**config.mk**
```make
export PLATFORM = sky130hd
export DESIGN_NAME = if_prefetch_buffer
export DESIGN_NICKNAME = d
export VERILOG_FILES = /design/src/rtl/if_prefetch_buffer.sv
export SDC_FILE = /design/constraint.sdc
export NUM_CORES = 1
export LEC_CHECK = 0
export CELL_PAD_IN_SITES_DETAIL_PLACEMENT = 1
export CELL_PAD_IN_SITES_GLOBAL_PLACEMENT = 1
export CORE_MARGIN = 4
export CORE_UTILIZATION = 47
export CTS_CLUSTER_SIZE = 24
export DETAILED_ROUTE_END_ITERATION = 12
export PLACE_DENSITY_LB_ADDON = 0.1
export SYNTH_ARGS = -nofsm -noshare
export SYNTH_HDL_FRONTEND = slang
export SYNTH_SLANG_ARGS = --single-unit
export TNS_END_PERCENT = 5
```
**constraint.sdc**
```tcl
create_clock -name clk -period 3.7 [get_ports clk]
set_input_delay 1.11 -clock clk [delete_from_list [all_inputs] [get_ports clk]]
set_output_delay 1.11 -clock clk [all_outputs]
set_load 0.005 [all_outputs]
```
**src/rtl/if_prefetch_buffer.sv**
```systemverilog
`timescale 1ns/1ps
// Instruction-fetch prefetch buffer: issues one word fetch at a time over a
// req/gnt/rvalid handshake, queues returned {pc, instruction} pairs in a small
// in-order FIFO and presents the head to the IF/ID register, with hazard stall
// and branch flush/redirect.
module if_prefetch_buffer #(
    parameter int unsigned DEPTH    = 4,
    parameter logic [31:0] RESET_PC = 32'h0,
    parameter logic [31:0] NOP      = 32'h13
) (
    input  logic        clk,
    input  logic        rst,
    input  logic        stall,
    input  logic        flush,
    input  logic [31:0] pc_addr,
    output logic        imem_req,
    output logic [31:0] imem_addr,
    input  logic        imem_gnt,
    input  logic        imem_rvalid,
    input  logic [31:0] imem_rdata,
    output logic        valid_out,
    output logic [31:0] ir_out,
    output logic [31:0] pc_out
);

    localparam int PTR_W = $clog2(DEPTH);
    localparam logic [PTR_W:0] DEPTH_CNT = (PTR_W + 1)'(DEPTH);

    typedef enum logic [1:0] {S_IDLE, S_REQ, S_WAIT, S_DROP} state_t;

    state_t          state_reg, state_next;
    logic            imem_req_reg, imem_req_next;
    logic [31:0]     imem_addr_reg, imem_addr_next;
    logic [31:0]     pc_fetch_reg, pc_fetch_next;
    logic [PTR_W-1:0] wr_ptr_reg, rd_ptr_reg;
    logic [PTR_W:0]  count_reg;
    logic [31:0]     ir_mem [DEPTH];
    logic [31:0]     pc_mem [DEPTH];
    logic            push;
    logic            pop;

    assign imem_req  = imem_req_reg;
    assign imem_addr = imem_addr_reg;

    // Head is presented straight from stored entries; empty buffer shows a NOP at pc 0.
    assign valid_out = (count_reg != '0);
    assign ir_out    = valid_out ? ir_mem[rd_ptr_reg] : NOP;
    assign pc_out    = valid_out ? pc_mem[rd_ptr_reg] : 32'h0;
    assign pop       = valid_out && !stall && !flush;

    // Fetch FSM next-state: one request outstanding; a flush abandons or drains it.
    always_comb begin
        state_next     = state_reg;
        imem_req_next  = imem_req_reg;
        imem_addr_next = imem_addr_reg;
        pc_fetch_next  = pc_fetch_reg;
        push           = 1'b0;
        case (state_reg)
            S_IDLE: begin
                if (!flush && (count_reg < DEPTH_CNT)) begin
                    state_next     = S_REQ;
                    imem_req_next  = 1'b1;
                    imem_addr_next = pc_fetch_reg;
                end
            end
            S_REQ: begin
                if (flush) begin
                    state_next    = S_IDLE;
                    imem_req_next = 1'b0;
                end else if (imem_gnt) begin
                    state_next    = S_WAIT;
                    imem_req_next = 1'b0;
                    pc_fetch_next = pc_fetch_reg + 32'd4;
                end
            end
            S_WAIT: begin
                if (imem_rvalid) begin
                    state_next = S_IDLE;
                    push       = !flush;
                end else if (flush) begin
                    // Data still owed by memory; swallow it before fetching again.
                    state_next = S_DROP;
                end
            end
            S_DROP: begin
                if (imem_rvalid) begin
                    state_next = S_IDLE;
                end
            end
            default: state_next = S_IDLE;
        endcase
        // A redirect always wins over the sequential fetch address.
        if (flush) begin
            pc_fetch_next = pc_addr;
        end
    end

    // Fetch FSM and request/address registers.
    always_ff @(posedge clk or negedge rst) begin
        if (!rst) begin
            state_reg     <= S_IDLE;
            imem_req_reg  <= 1'b0;
            imem_addr_reg <= RESET_PC;
            pc_fetch_reg  <= RESET_PC;
        end else begin
            state_reg     <= state_next;
            imem_req_reg  <= imem_req_next;
            imem_addr_reg <= imem_addr_next;
            pc_fetch_reg  <= pc_fetch_next;
        end
    end

    // FIFO pointers and occupancy; flush empties the buffer outright.
    always_ff @(posedge clk or negedge rst) begin
        if (!rst) begin
            wr_ptr_reg <= '0;
            rd_ptr_reg <= '0;
            count_reg  <= '0;
        end else if (flush) begin
            wr_ptr_reg <= '0;
            rd_ptr_reg <= '0;
            count_reg  <= '0;
        end else begin
            if (push) begin
                wr_ptr_reg <= wr_ptr_reg + 1'b1;
            end
            if (pop) begin
                rd_ptr_reg <= rd_ptr_reg + 1'b1;
            end
            if (push && !pop) begin
                count_reg <= count_reg + 1'b1;
            end else if (!push && pop) begin
                count_reg <= count_reg - 1'b1;
            end
        end
    end

    // FIFO storage; the pc of an entry is the address its fetch was issued to.
    always_ff @(posedge clk) begin
        if (push) begin
            ir_mem[wr_ptr_reg] <= imem_rdata;
            pc_mem[wr_ptr_reg] <= imem_addr_reg;
        end
    end

endmodule

```
======== Yosys cells after proc, flatten, opt, wreduce, memory -nomap -nowiden ========
Memory sizes are Yosys's and may differ from the RTL's.
Index checks and enable logic that the tools add are counted.
word-level totals
  bits in registers ....................... 74
  bits in latches ......................... 0
  memory bits (writable) .................. 256
  memory bits (read-only) ................. 0
  bits of input ports ..................... 70
  output and inout bits ................... 98
  word-level logic and storage cells ...... 70
  memories ................................ 2
operators by class
  add/sub/neg operators ................... 5
  multiply operators ...................... 0
  divide/modulo/power cells ............... 0
  order comparisons ....................... 1
  equality and inequality tests ........... 7
  shift operators ......................... 0
  mux-type cells .......................... 27
  bitwise operators ....................... 0
  reduce and logical (&&, ||, !) cells .... 21
memories
  memory  depth  bits a word  read ports  clocked after Yosys merged registers in  write ports  RTL line  RTL
  ir_mem  4      32           1           0                                        1            37        logic [31:0] ir_mem [DEPTH];
  pc_mem  4      32           1           0                                        1            38        logic [31:0] pc_mem [DEPTH];
operators by type and width
  kind                                              count
  2-to-1 mux 32 bit                                 5
  adder 32 x 3 -> 32 bit, second input constant     1
  2-to-1 mux 2 bit                                  10
  nonzero test 2 bit                                5
  2-to-1 mux 3 bit                                  3
  case mux 2 bit (4 select lines)                   1
  2-to-1 mux 1 bit                                  7
  inequality test 3 bit, second input constant      2
  nonzero test 3 bit                                2
  logical AND 1 bit                                 5
  adder 2 x 1 -> 2 bit, second input constant       2
  == test 2 bit, second input constant              2
  logical NOT 1 bit                                 4
  inequality test 2 bit, second input constant      2
  AND reduction 2 bit                               2
  AND reduction 4 bit                               1
  adder 3 x 1 -> 3 bit, second input constant       1
  < comparator 3 bit, second input constant         1
  AND reduction 3 bit                               1
  subtractor 3 x 1 -> 3 bit, second input constant  1
  == test 2 x 1 -> 1 bit, second input constant     1
  logical NOT 2 bit                                 1
  case mux 1 bit (2 select lines)                   1

======== Logic depth before layout (Yosys ltp) ========
Gate-level depths: netlist of the first run.
  depth in word-level cells ............... 8
  gate-level depth with buffers ........... 8
  mapped depth without buffers ............ 7

======== Worst setup path after synthesis of the first run ========
No wires, ideal clock.
  path type ............................... input to register
  from .................................... in flush
  to ...................................... mem ir_mem[0][0], enable pin
  library setup time ...................... 429 ps
  data arrival time ....................... 3083 ps
  required time ........................... 3271 ps
  setup slack ............................. 188 ps
  stages .................................. 4
  buffers on the path ..................... 1
  path through ............................ clkbuf_8 -> nor2_1 -> and3_1 -> and2_1
on the way
  longest elaborated chain between the ends .. 5
ends and longest elaborated chain
  item                                    RTL line  RTL
  start, declared                         14        input logic flush,
  logical NOT 1 bit                       79        push = !flush;
  2-to-1 mux 1 bit                        77        if (imem_rvalid) begin
  2-to-1 mux 1 bit                        58        case (state_reg)
  2-to-1 mux 1 bit                        140       if (push) begin
  2-to-1 mux 1 bit (implied by the code)  141       ir_mem[wr_ptr_reg] <= imem_rdata;
  end, declared                           37
No other way between the ends.

======== Worst setup path in the final report of the first run ========
  from .................................... reg rd_ptr_reg[0]
  to ...................................... out pc_out[7]
on the way
  longest elaborated chain between the ends .. 2
ends and longest elaborated chain
  item                      RTL line  RTL
  start, declared           35        logic [PTR_W-1:0] wr_ptr_reg, rd_ptr_reg;
  start signal, assigned    128       rd_ptr_reg <= rd_ptr_reg + 1'b1;
  memory read (4 x 32 bit)  -
  2-to-1 mux 32 bit         48        assign pc_out = valid_out ? pc_mem[rd_ptr_reg] : 32'h0;
  end, declared             23        output logic [31:0] pc_out
No other way between the ends.

==> results of run 1 <==
## layout make-up
type                       instances  area, um^2
clock buffer                      49         991
multi-input combinational        363        3550
fill                            2474       11100
inverter                           7        28.8
timing repair buffer             188        1980
clock inverter                    17         205
sequential                       330        9550
tap                              378         473
## synth_stat cells (4+ instances only)
cell type and instances:
dfrtp_1 74, nor4_1 4, buf_2 7, mux2_2 35, nor2_1 13, and2_1 65
and3_2 4, nand2b_1 4, ha_1 5, or2_2 4, nand4_1 5, nand2_1 40
edfxtp_1 256, nand3_1 16, o21ai_1 7, mux4_2 64, xor2_1 13, inv_1 7
and3_1 4, nor3_1 4, nor4_2 7, o21ai_0 24, clkbuf_1 17, xnor2_1 21
## worst max-delay path: cells and delay by family (launching register included)
kind | cells | cell delay (ns)
buffers and inverters | 2 | 0.72
flip-flops | 1 | 0.53
multiplexers | 1 | 0.53
AND/OR/NAND/NOR | 1 | 0.21
## path summary, 6_finish.rpt
kind,from,to,slack [ns],depth (start not counted)
setup / recovery,rd_ptr_reg[0],pc_out[7],0.09,4
hold / removal,pc_fetch_reg[1],pc_fetch_reg[1],0.51,1
setup reg to reg,count_reg[2],count_reg[2],1.34,8
hold reg to reg,pc_fetch_reg[1],pc_fetch_reg[1],0.51,1
max in group asynchronous,rst,imem_addr[28],2.34,2
min in group asynchronous,rst,imem_addr[15],0.65,1
## through the flow
stage / util / hold slack [ns] / instance area, um^2
2_1_floorplan: - / 0.475 / 13300
3_3_place_gp: 0.557 / 0.486 / 15500
3_5_place_dp: 0.557 / 0.502 / 15500
4_1_cts: 0.600 / 0.516 / 16700
5_1_grt: 0.602 / 0.537 / 16800
6_report: 0.602 / 0.514 / 16800
## logic make-up (layout without fill, tap and decap cells)
logic type / Yosys count / count (layout) / share of synthesized area
adder cells (fa/ha/maj): 6 / 6 / 0.00622
buffers and inverters: 39 / 261 / 0.0149
AND/OR/NAND/NOR: 186 / 186 / 0.0833
AO/OA/AOI/OAI: 36 / 36 / 0.0145
flip-flops: 330 / 330 / 0.719
XOR/XNOR: 34 / 34 / 0.0224
multiplexers: 101 / 101 / 0.140
## power by group through the flow
stage / logic [W] / registers (W) / clock network (W)
after CTS: 0.00334 / 0.00489 / 0.00370
after global routing: 0.00351 / 0.00496 / 0.00388
after global placement: 0.00326 / 0.00491 / 0
after detailed placement: 0.00332 / 0.00496 / 0
final: 0.00322 / 0.00489 / 0.00360
after floorplan: 0.00148 / 0.00481 / 0
## what timing repair did
item | 4_1_cts | 5_1_grt
buffers inserted | 0 | 0
resized for setup | 0 | 23
endpoints found under the setup margin | 0 | 45
## metal layers
metal / track usage / part of all wire / vias up
li1: - / - / 3214
met1: 0.270 / 0.43 / 3793
met2: 0.333 / 0.51 / 182
met3: 0.0340 / 0.043 / 46
met4: 0.0575 / 0.022 / 2
met5: 0 / 0.00067 / -
==> summary.md, run 1 <==
| Metric | Value |
|---|---|
| Period utilization | 0.976 |
| Setup TNS | 0 ns |
| Post-route ant nets | 0 |
| Synth unique cells | 48 |
| H-tree depth | 2 |
| Clock Latency Late Sink | 0.52 ns |
| Main synth FF type | edfxtp_1 |
| # DRC | 0 |
| Critical Path Start Type | register |
| Maximum vdd drop | 0.371 mV |
| P_leak | 5.94 nW |
| RSZ-0062 raised after global routing | true |
| Worst Path Required | 2.59 ns |
| Number of global-route vias before repair | 8199 |
| Total Nets Final | 1002 |
| Synth area leaders | edfxtp_1 (58%), dfrtp_1 (14%), mux4_2 (11%) |
| # diodes | 0 |
| Clock root cell | clkbuf_16 |
| Internal power | 0.00868 W |
| Max Cap Viol | 0 |
| Per-cell routed wire length | 22.3 um |
| Sequential Power Share | 0.418 |
| First-pass GRT wire length | 47.8 mm |
| Asr flop ratio synth | 0.224 |
| Mapped Avg Cell Area | 18.1 um^2 |
| Max Root-Sink Buffers | 3 |
| Clock Skew | 0.0132 ns |
| Global route overflow | 0 |
| Yosys top cell area share | 0.579 |
| Ratio of cells with drive above 1 in the final layout | 0.210 |
| Design Power | 0.0117 W |
| CTS tree | built |
| Register bit total from synthesis | 330 |
| Worst setup EP type | primary output |
| CTS Hold Bufs | 0 |
| Clock power frac | 0.307 |
| Drt first-iter violations | 382 |
| Initial antenna violation count | 1 |
| Total core area | 27900 um^2 |
| EDFF count, synth | 256 |
| Hold Vio Cnt, Final | 0 |
| Final-report setup violation count | 0 |
| Yosys warns | 0 |
| Dpl hpwl | 19.4 mm |
| Relative slew slack | 0.526 |
| Comb power frac | 0.275 |
| Layout Cells excl Fill | 1332 |
| Switching share of power | 0.259 |
| CP arrival | 2.50 ns |
| Die height | 176 um |
| Final setup margin | 0.0874 ns |
| Switch Pwr | 0.00303 W |
| Most common cell after layout, fill and taps aside | edfxtp_1 |
| Detailed Routing Iterations Pass 1 | 5 |
| Fmax achieved | 277 MHz |
| Die Area | 31000 um^2 |
| Largest regs | ir_mem: 128 flops, pc_mem: 128 flops |
| Syn_nets | 808 |
| Die W | 176 um |
| Initial core utilization | 0.476 |
| Largest net degree at the start of global routing | 53 |
| Placed Instances | 1266 |
| Post-placement setup slack | 0.496 ns |
| CTS Sinks | 330 |
| All-Layer GR Usage | 0.198 |
| # rows | 61 |
| Layout area overhead | 26.5% |
| Worst Tran Pin Value | 0.711 ns |
| Clock buffers created by TritonCTS | 36 |
| Vias per inst | 5.43 |
| Critical Path Slowest Stage Cell | dfrtp_4 |
| Critical path, cell by cell | buf_16 -> mux4_2 -> and2_1 -> clkdlybuf4s50_1 |
| CP Class | reg2out |
| I/O pin cnt | 168 |
| WL final | 29.7 mm |
| Sequential share of the synthesized area | 0.719 |
| Count of pins over their slew limit | 0 |
| Power Density | 698 nW/um^2 |
| Outcome | finished clean |
| Synth area leader | edfxtp_1 |
| Largest fanout on the critical path | 28 |
| Routed vias | 7237 |
| Most frequent cells in the layout | edfxtp_1 (256), clkdlybuf4s50_1 (146), dfrtp_1 (72) |
| Hold WC Path Type | reg2reg |
| Clock Pin Slew Worst Setup and Hold Paths | 0.06 ns |
| Gpl congestion | 0.778 |
| Syn Std Cell Area | 13300 um^2 |
| Critical path's largest stage delay | 0.53 ns |
| Syn Inst Count | 732 |
| Min cycle time layout | 3.61 ns |
| Port bufs | 167 |
No activity file was read; power rests on OpenSTA's default activity.
==> run 2, diff against run 1 <==
- REMOVE_ABC_BUFFERS: not set -> 1
==> run 2 against run 1 <==
Against the previous run: final cell count grew 0.45%; setup slack gained 0.040 ns; sequential power is essentially flat; hold slack gained 0.0040 ns; clock power grew 3%; power grew 0.65%.
==> summary.md, run 2 (same netlist as run 1, synthesis figures left out) <==
| Metric | Value |
|---|---|
| Post-route ant nets | 0 (unchanged) |
| Critical Path Start Type | register |
| Worst Tran Pin Value | 0.862 ns (+0.151 ns) |
| RSZ-0062 raised after global routing | false |
| Final-report setup violation count | 0 (unchanged) |
| Layout area overhead | 27.2% |
| Number of global-route vias before repair | 8040 (-1.9%) |
| Total core area | 27900 um^2 (unchanged) |
| Hold Vio Cnt, Final | 0 (unchanged) |
| Die Area | 31000 um^2 (unchanged) |
| WL final | 30.3 mm (+1.9%) |
| Vias per inst | 5.40 (-0.63%) |
| Worst setup EP type | primary output |
| Power Density | 698 nW/um^2 (about the same) |
| CTS Sinks | 330 (unchanged) |
| Relative slew slack | 0.426 (-0.101) |
| Final setup margin | 0.127 ns (+0.0400 ns) |
| Gpl congestion | 0.766 (-1.5%) |
| CP Class | reg2out |
| Largest net degree at the start of global routing | 64 (+21%) |
| Dpl hpwl | 19.7 mm (+1.9%) |
| Clock Latency Late Sink | 0.51 ns (about the same) |
| Most frequent cells in the layout | edfxtp_1 (256), clkdlybuf4s50_1 (165), dfrtp_1 (72) |
| Detailed Routing Iterations Pass 1 | 4 (-1) |
| Largest fanout on the critical path | 26 (-7.1%) |
| Port bufs | 167 (unchanged) |
| Count of pins over their slew limit | 0 (unchanged) |
| Clock buffers created by TritonCTS | 36 (unchanged) |
| Global route overflow | 0 (unchanged) |
| Clock Pin Slew Worst Setup and Hold Paths | 0.06 ns (about the same) |
| Hold_ws | 0.518 ns (+0.00402 ns) |
| All-Layer GR Usage | 0.198 (about the same) |
| Critical path, cell by cell | buf_12 -> mux4_2 -> and2_1 -> clkdlybuf4s50_1 |
| Routed vias | 7224 (-0.18%) |
| Placed Instances | 1269 (+0.24%) |
| Critical path's largest stage delay | 0.56 ns (+0.03 ns) |
| Most common cell after layout, fill and taps aside | edfxtp_1 |
| I/O pin cnt | 168 (unchanged) |
| Hold WC Path Type | reg2reg |
| Worst Path Required | 2.59 ns (about the same) |
| P_leak | 5.73 nW (-3.4%) |
| # diodes | 0 (unchanged) |
| # rows | 61 (unchanged) |
| Total Nets Final | 1008 (+0.60%) |
| CP arrival | 2.46 ns (-0.04 ns) |
| Largest regs | ir_mem: 128 flops, pc_mem: 128 flops |
| Max Root-Sink Buffers | 3 (unchanged) |
| Layout Cells excl Fill | 1338 (+0.45%) |
| Initial core utilization | 0.476 (unchanged) |
| CTS tree | built |
| Critical Path Slowest Stage Cell | mux4_2 |
| First-pass GRT wire length | 47.7 mm (-0.27%) |
| Period utilization | 0.966 (-0.0108) |
| Max Cap Viol | 0 (unchanged) |
| Per-cell routed wire length | 22.6 um (+1.5%) |
| Fmax achieved | 280 MHz (+1.1%) |
| Maximum vdd drop | 0.569 mV (+53%) |
| Ratio of cells with drive above 1 in the final layout | 0.230 (+0.0206) |
| Die height | 176 um (unchanged) |
| Clock root cell | clkbuf_16 |
| Clock Skew | 0.0161 ns (+0.00288 ns) |
| Post-placement setup slack | 0.442 ns (-0.0543 ns) |
| Die W | 176 um (unchanged) |
| # DRC | 0 (unchanged) |
| Min cycle time layout | 3.57 ns (-0.0400 ns) |
| Outcome | finished clean |
| H-tree depth | 2 (unchanged) |
| Initial antenna violation count | 0 (-1) |
| Setup TNS | 0 ns (unchanged) |
| Drt first-iter violations | 524 (+37%) |
run 2: cell types whose count changed in the layout (fill, tap and decap cells not counted), moves of 5 or more:
cell / delta
clkdlybuf4s50_1: +19
buf_12: +6
dlymetal6s2s_1: -19
clkinv_2: +11
clkinv_1: -9
clkbuf_1: -5
run 2: worst paths after layout:
kind,depth (start not counted),start,slack [ns],endpoint
worst max-delay path,4,rd_ptr_reg[0],0.13,ir_out[22]
worst min-delay path,1,pc_fetch_reg[0],0.52,imem_addr[0]
worst max register to register,7,count_reg[2],1.41,count_reg[2]
worst min register to register,1,pc_fetch_reg[0],0.52,imem_addr[0]
max in group asynchronous,1,rst,2.33,rd_ptr_reg[0]
min in group asynchronous,1,rst,0.71,imem_addr[13]
run 2: power breakdown:
group | switching, W | leakage, nW | internal [W] | total (W)
Sequential | 0.000399 | 3.22 | 0.00448 | 0.00488
Clock | 0.00141 | 0.627 | 0.00228 | 0.00370
Combinational | 0.00123 | 1.89 | 0.00198 | 0.00321
run 2: cell type report:
| cell class | count | area [um^2] |
|---|---|---|
| inverter | 7 | 28.8 |
| clock buffer | 48 | 1050 |
| tap | 378 | 473 |
| clock inverter | 18 | 204 |
| fill | 2460 | 11000 |
| timing repair buffer | 194 | 2020 |
| sequential | 330 | 9550 |
| multi-input combinational | 363 | 3560 |
run 2: critical path: cells and delay by family, from the launching register on:
kind	cells	cell delay (ns)
buffers and inverters	2	0.70
muxes	1	0.56
and+or+nand+nor	1	0.19
DFF	1	0.50
run 2: metal layers:
layer	track usage	wire, um
met2	0.340	15500
met1	0.270	13000
met4	0.0448	492
met5	0	0
met3	0.0321	1280
run 2: metrics by stage:
stage               cell area (um^2)  utilization  power, W
floorplan                      13100            -   0.00626
global placement               15600        0.559   0.00809
detailed placement             15600        0.559   0.00820
CTS                            16900        0.606    0.0120
global route                   16900        0.606    0.0124
finish                         16900        0.606    0.0118
run 2: what timing repair did:
item / in CTS / in global routing
gates resized for setup: 2 / 0
buffers inserted: 2 / 1
endpoints found under the setup margin: 61 / 1
hold buffers: 0 / 0
==> run 3, diff against run 2 <==
- CTS_CLUSTER_SIZE: 24 -> not set
- SETUP_SLACK_MARGIN: not set -> 0.3
==> run 3 against run 2 <==
Against the previous run: global-route usage rose by 0.93 points; first-iteration DRC count fell by 5.5%; hold slack improved by 0.0021 ns; utilization rose by 0.98 points; sequential share of layout area fell by 0.90 points; final cell count rose by 1.2%; critical endpoint is now pc_out[3]; largest power group unchanged.
==> summary.md, run 3 (same netlist as run 1, synthesis figures left out) <==
| Metric | Value |
|---|---|
| Outcome | finished clean |
| Internal power | 0.00882 W (+0.82%) |
| Detailed Routing Iterations Pass 1 | 4 (unchanged) |
| Die height | 176 um (unchanged) |
| H-tree depth | 2 (unchanged) |
| Total core area | 27900 um^2 (unchanged) |
| Maximum vdd drop | 0.570 mV (+0.22%) |
| Clock root cell | clkbuf_16 |
| Port bufs | 167 (unchanged) |
| Worst Path Required | 2.59 ns (about the same) |
| Switching share of power | 0.262 (+0.00431) |
| Clock Pin Slew Worst Setup and Hold Paths | 0.06 ns (about the same) |
| Setup TNS | 0 ns (unchanged) |
| Clock buffers created by TritonCTS | 36 (unchanged) |
| Global route overflow | 0 (unchanged) |
| CTS tree | built |
| R2R cell count | 7 (unchanged) |
| Hold depth | 1 (unchanged) |
| Drt first-iter violations | 495 (-5.5%) |
| Per-cell routed wire length | 23.2 um (+2.6%) |
| Fmax achieved | 283 MHz (+1.1%) |
| CP Class | reg2out |
| Largest fanout on the critical path | 5 (-81%) |
| Met2 usage | 0.358 (+0.0180) |
| Layout area overhead | 29.3% |
| Clock power frac | 0.310 (-0.004) |
| Routed vias | 7303 (+1.1%) |
| WL final | 31.4 mm (+3.8%) |
| Worst setup EP type | primary output |
| Final-report setup violation count | 0 (unchanged) |
| CTS Hold Bufs | 0 (unchanged) |
| Gpl congestion | 0.766 (unchanged) |
| Number of global-route vias before repair | 8150 (+1.4%) |
| Max Root-Sink Buffers | 3 (unchanged) |
| Die W | 176 um (unchanged) |
| # rows | 61 (unchanged) |
| Met3 GRT Util | 0.0347 (+0.00257) |
| # DRC | 0 (unchanged) |
| Worst Tran Pin Value | 0.862 ns (+0.000753 ns) |
| Initial antenna violation count | 0 (unchanged) |
| M1 GR Usage | 0.281 (+0.0105) |
| Clock Latency Late Sink | 0.51 ns (about the same) |
| CTS Sinks | 330 (unchanged) |
| # diodes | 0 (unchanged) |
| Min cycle time layout | 3.54 ns (-0.0374 ns) |
| Critical Path Start Type | register |
| Worst R2R End | count_reg[2] |
| Worst R2R Setup Slack | 1.44 ns (+0.03 ns) |
| Bufs and invs on worst path | 3 (+1) |
| P_leak | 6.04 nW (+5.3%) |
| Comb power frac | 0.282 (+0.010) |
| Worst Min Path Start | pc_fetch_reg[0] |
| Crit path max-delay family | buffers and inverters |
| Sequential Power Share | 0.408 (-0.006) |
| Post-route ant nets | 0 (unchanged) |
| Hold worst-path end | imem_addr[0] |
| Vias per inst | 5.39 (-0.10%) |
| Most used routing layer | met2 |
| Post-route cell area | 17200 um^2 (+1.6%) |
| Initial core utilization | 0.476 (unchanged) |
| Switch Pwr | 0.00313 W (+3.1%) |
| Power Density | 696 nW/um^2 (-0.21%) |
| Placed Area | 15600 um^2 (unchanged) |
| Count of pins over their slew limit | 0 (unchanged) |
| Final Util | 0.616 (+0.00984) |
| Hold WC Path Type | reg2reg |
| Critical path, cell by cell | buf_6 -> buf_12 -> mux4_2 -> and2_1 -> clkdlybuf4s50_1 |
| Max Cap Viol | 0 (unchanged) |
| Final setup margin | 0.165 ns (+0.0374 ns) |
| Dpl hpwl | 19.7 mm (unchanged) |
| Die Area | 31000 um^2 (unchanged) |
| Most frequent cells in the layout | edfxtp_1 (256), clkdlybuf4s50_1 (125), dfrtp_1 (72) |
| First-pass GRT wire length | 49.5 mm (+3.8%) |
| Critical Path Slowest Stage Cell | mux4_2 |
| Period utilization | 0.955 (-0.0101) |
| Ratio of cells with drive above 1 in the final layout | 0.246 (+0.0157) |
| Largest regs | ir_mem: 128 flops, pc_mem: 128 flops |
| Clock Skew | 0.0129 ns (-0.00320 ns) |
| Hold Vio Cnt, Final | 0 (unchanged) |
| CP arrival | 2.43 ns (-0.03 ns) |
| RSZ-0062 raised after global routing | true |
| All-Layer GR Usage | 0.207 (+0.00933) |
| I/O pin cnt | 168 (unchanged) |
| Total Nets Final | 1024 (+1.6%) |
| Relative slew slack | 0.425 (-0.000502) |
| Critical path's largest stage delay | 0.54 ns (-0.02 ns) |
| Worst R2R Start | count_reg[2] |
| Most common cell after layout, fill and taps aside | edfxtp_1 |
| Largest net degree at the start of global routing | 64 (unchanged) |
| Post-placement setup slack | 0.442 ns (unchanged) |
-- run 3: power by group through the flow --
stage | clock network (W) | registers [W] | logic (W)
2_1_floorplan | 0 | 0.00495 | 0.00132
3_3_place_gp | 0 | 0.00494 | 0.00315
3_5_place_dp | 0 | 0.00498 | 0.00322
4_1_cts | 0.00378 | 0.00488 | 0.00344
5_1_grt | 0.00397 | 0.00495 | 0.00367
6_report | 0.00370 | 0.00488 | 0.00337
-- run 3: worst max-delay path by stage --
stage / startpoint / to / cells past startpoint / slack, ns
3_3_place_gp: rd_ptr_reg[0] / pc_out[23] / 4 / 0.50
5_1_grt: rd_ptr_reg[0] / ir_out[25] / 5 / 0.06
4_1_cts: rd_ptr_reg[0] / ir_out[7] / 7 / 0.12
3_5_place_dp: count_reg[2] / ir_out[26] / 4 / 0.44
6_report: rd_ptr_reg[0] / pc_out[3] / 5 / 0.16
2_1_floorplan: rd_ptr_reg[0] / ir_out[0] / 2 / -0.94
-- run 3: layout make-up --
class | instances | area, um^2
flip-flops and latches | 330 | 9550
fillers | 2446 | 10700
clock inverters | 18 | 204
multi-input cells | 363 | 3560
well taps | 378 | 473
clock buffers | 48 | 1050
inverters | 7 | 28.8
repair buffers | 210 | 2290
-- run 3: worst reg2reg max path, cell delays in order, from the launching register on --
cell,delay [ns]
dfrtp_1,0.47
nor3_2,0.11
nor2_1,0.36
nor2b_1,0.13
fa_1,0.40
or3_1,0.41
a21o_1,0.18
a21oi_1,0.14
-- run 3: metrics by stage --
stage / total power [W] / hold WS (ns) / cells
6_report: 0.0120 / 0.520 / 1354
5_1_grt: 0.0126 / 0.542 / 1354
4_1_cts: 0.0121 / 0.519 / 1354
3_5_place_dp: 0.00820 / 0.506 / 1269
3_3_place_gp: 0.00809 / 0.485 / 1269
2_1_floorplan: 0.00626 / 0.475 / 700
-- run 3: repair_timing --
item | 4_1_cts | 5_1_grt
resized for setup | 52 | 7
setup buffers | 13 | 0
setup endpoints to repair | 65 | 60
gates cloned | 6 | 0
-- run 3: layer usage --
metal	up-vias	wire, um
met2	186	16200
li1	3268	-
met1	3807	13200
met3	42	1470
met5	-	0
met4	0	505
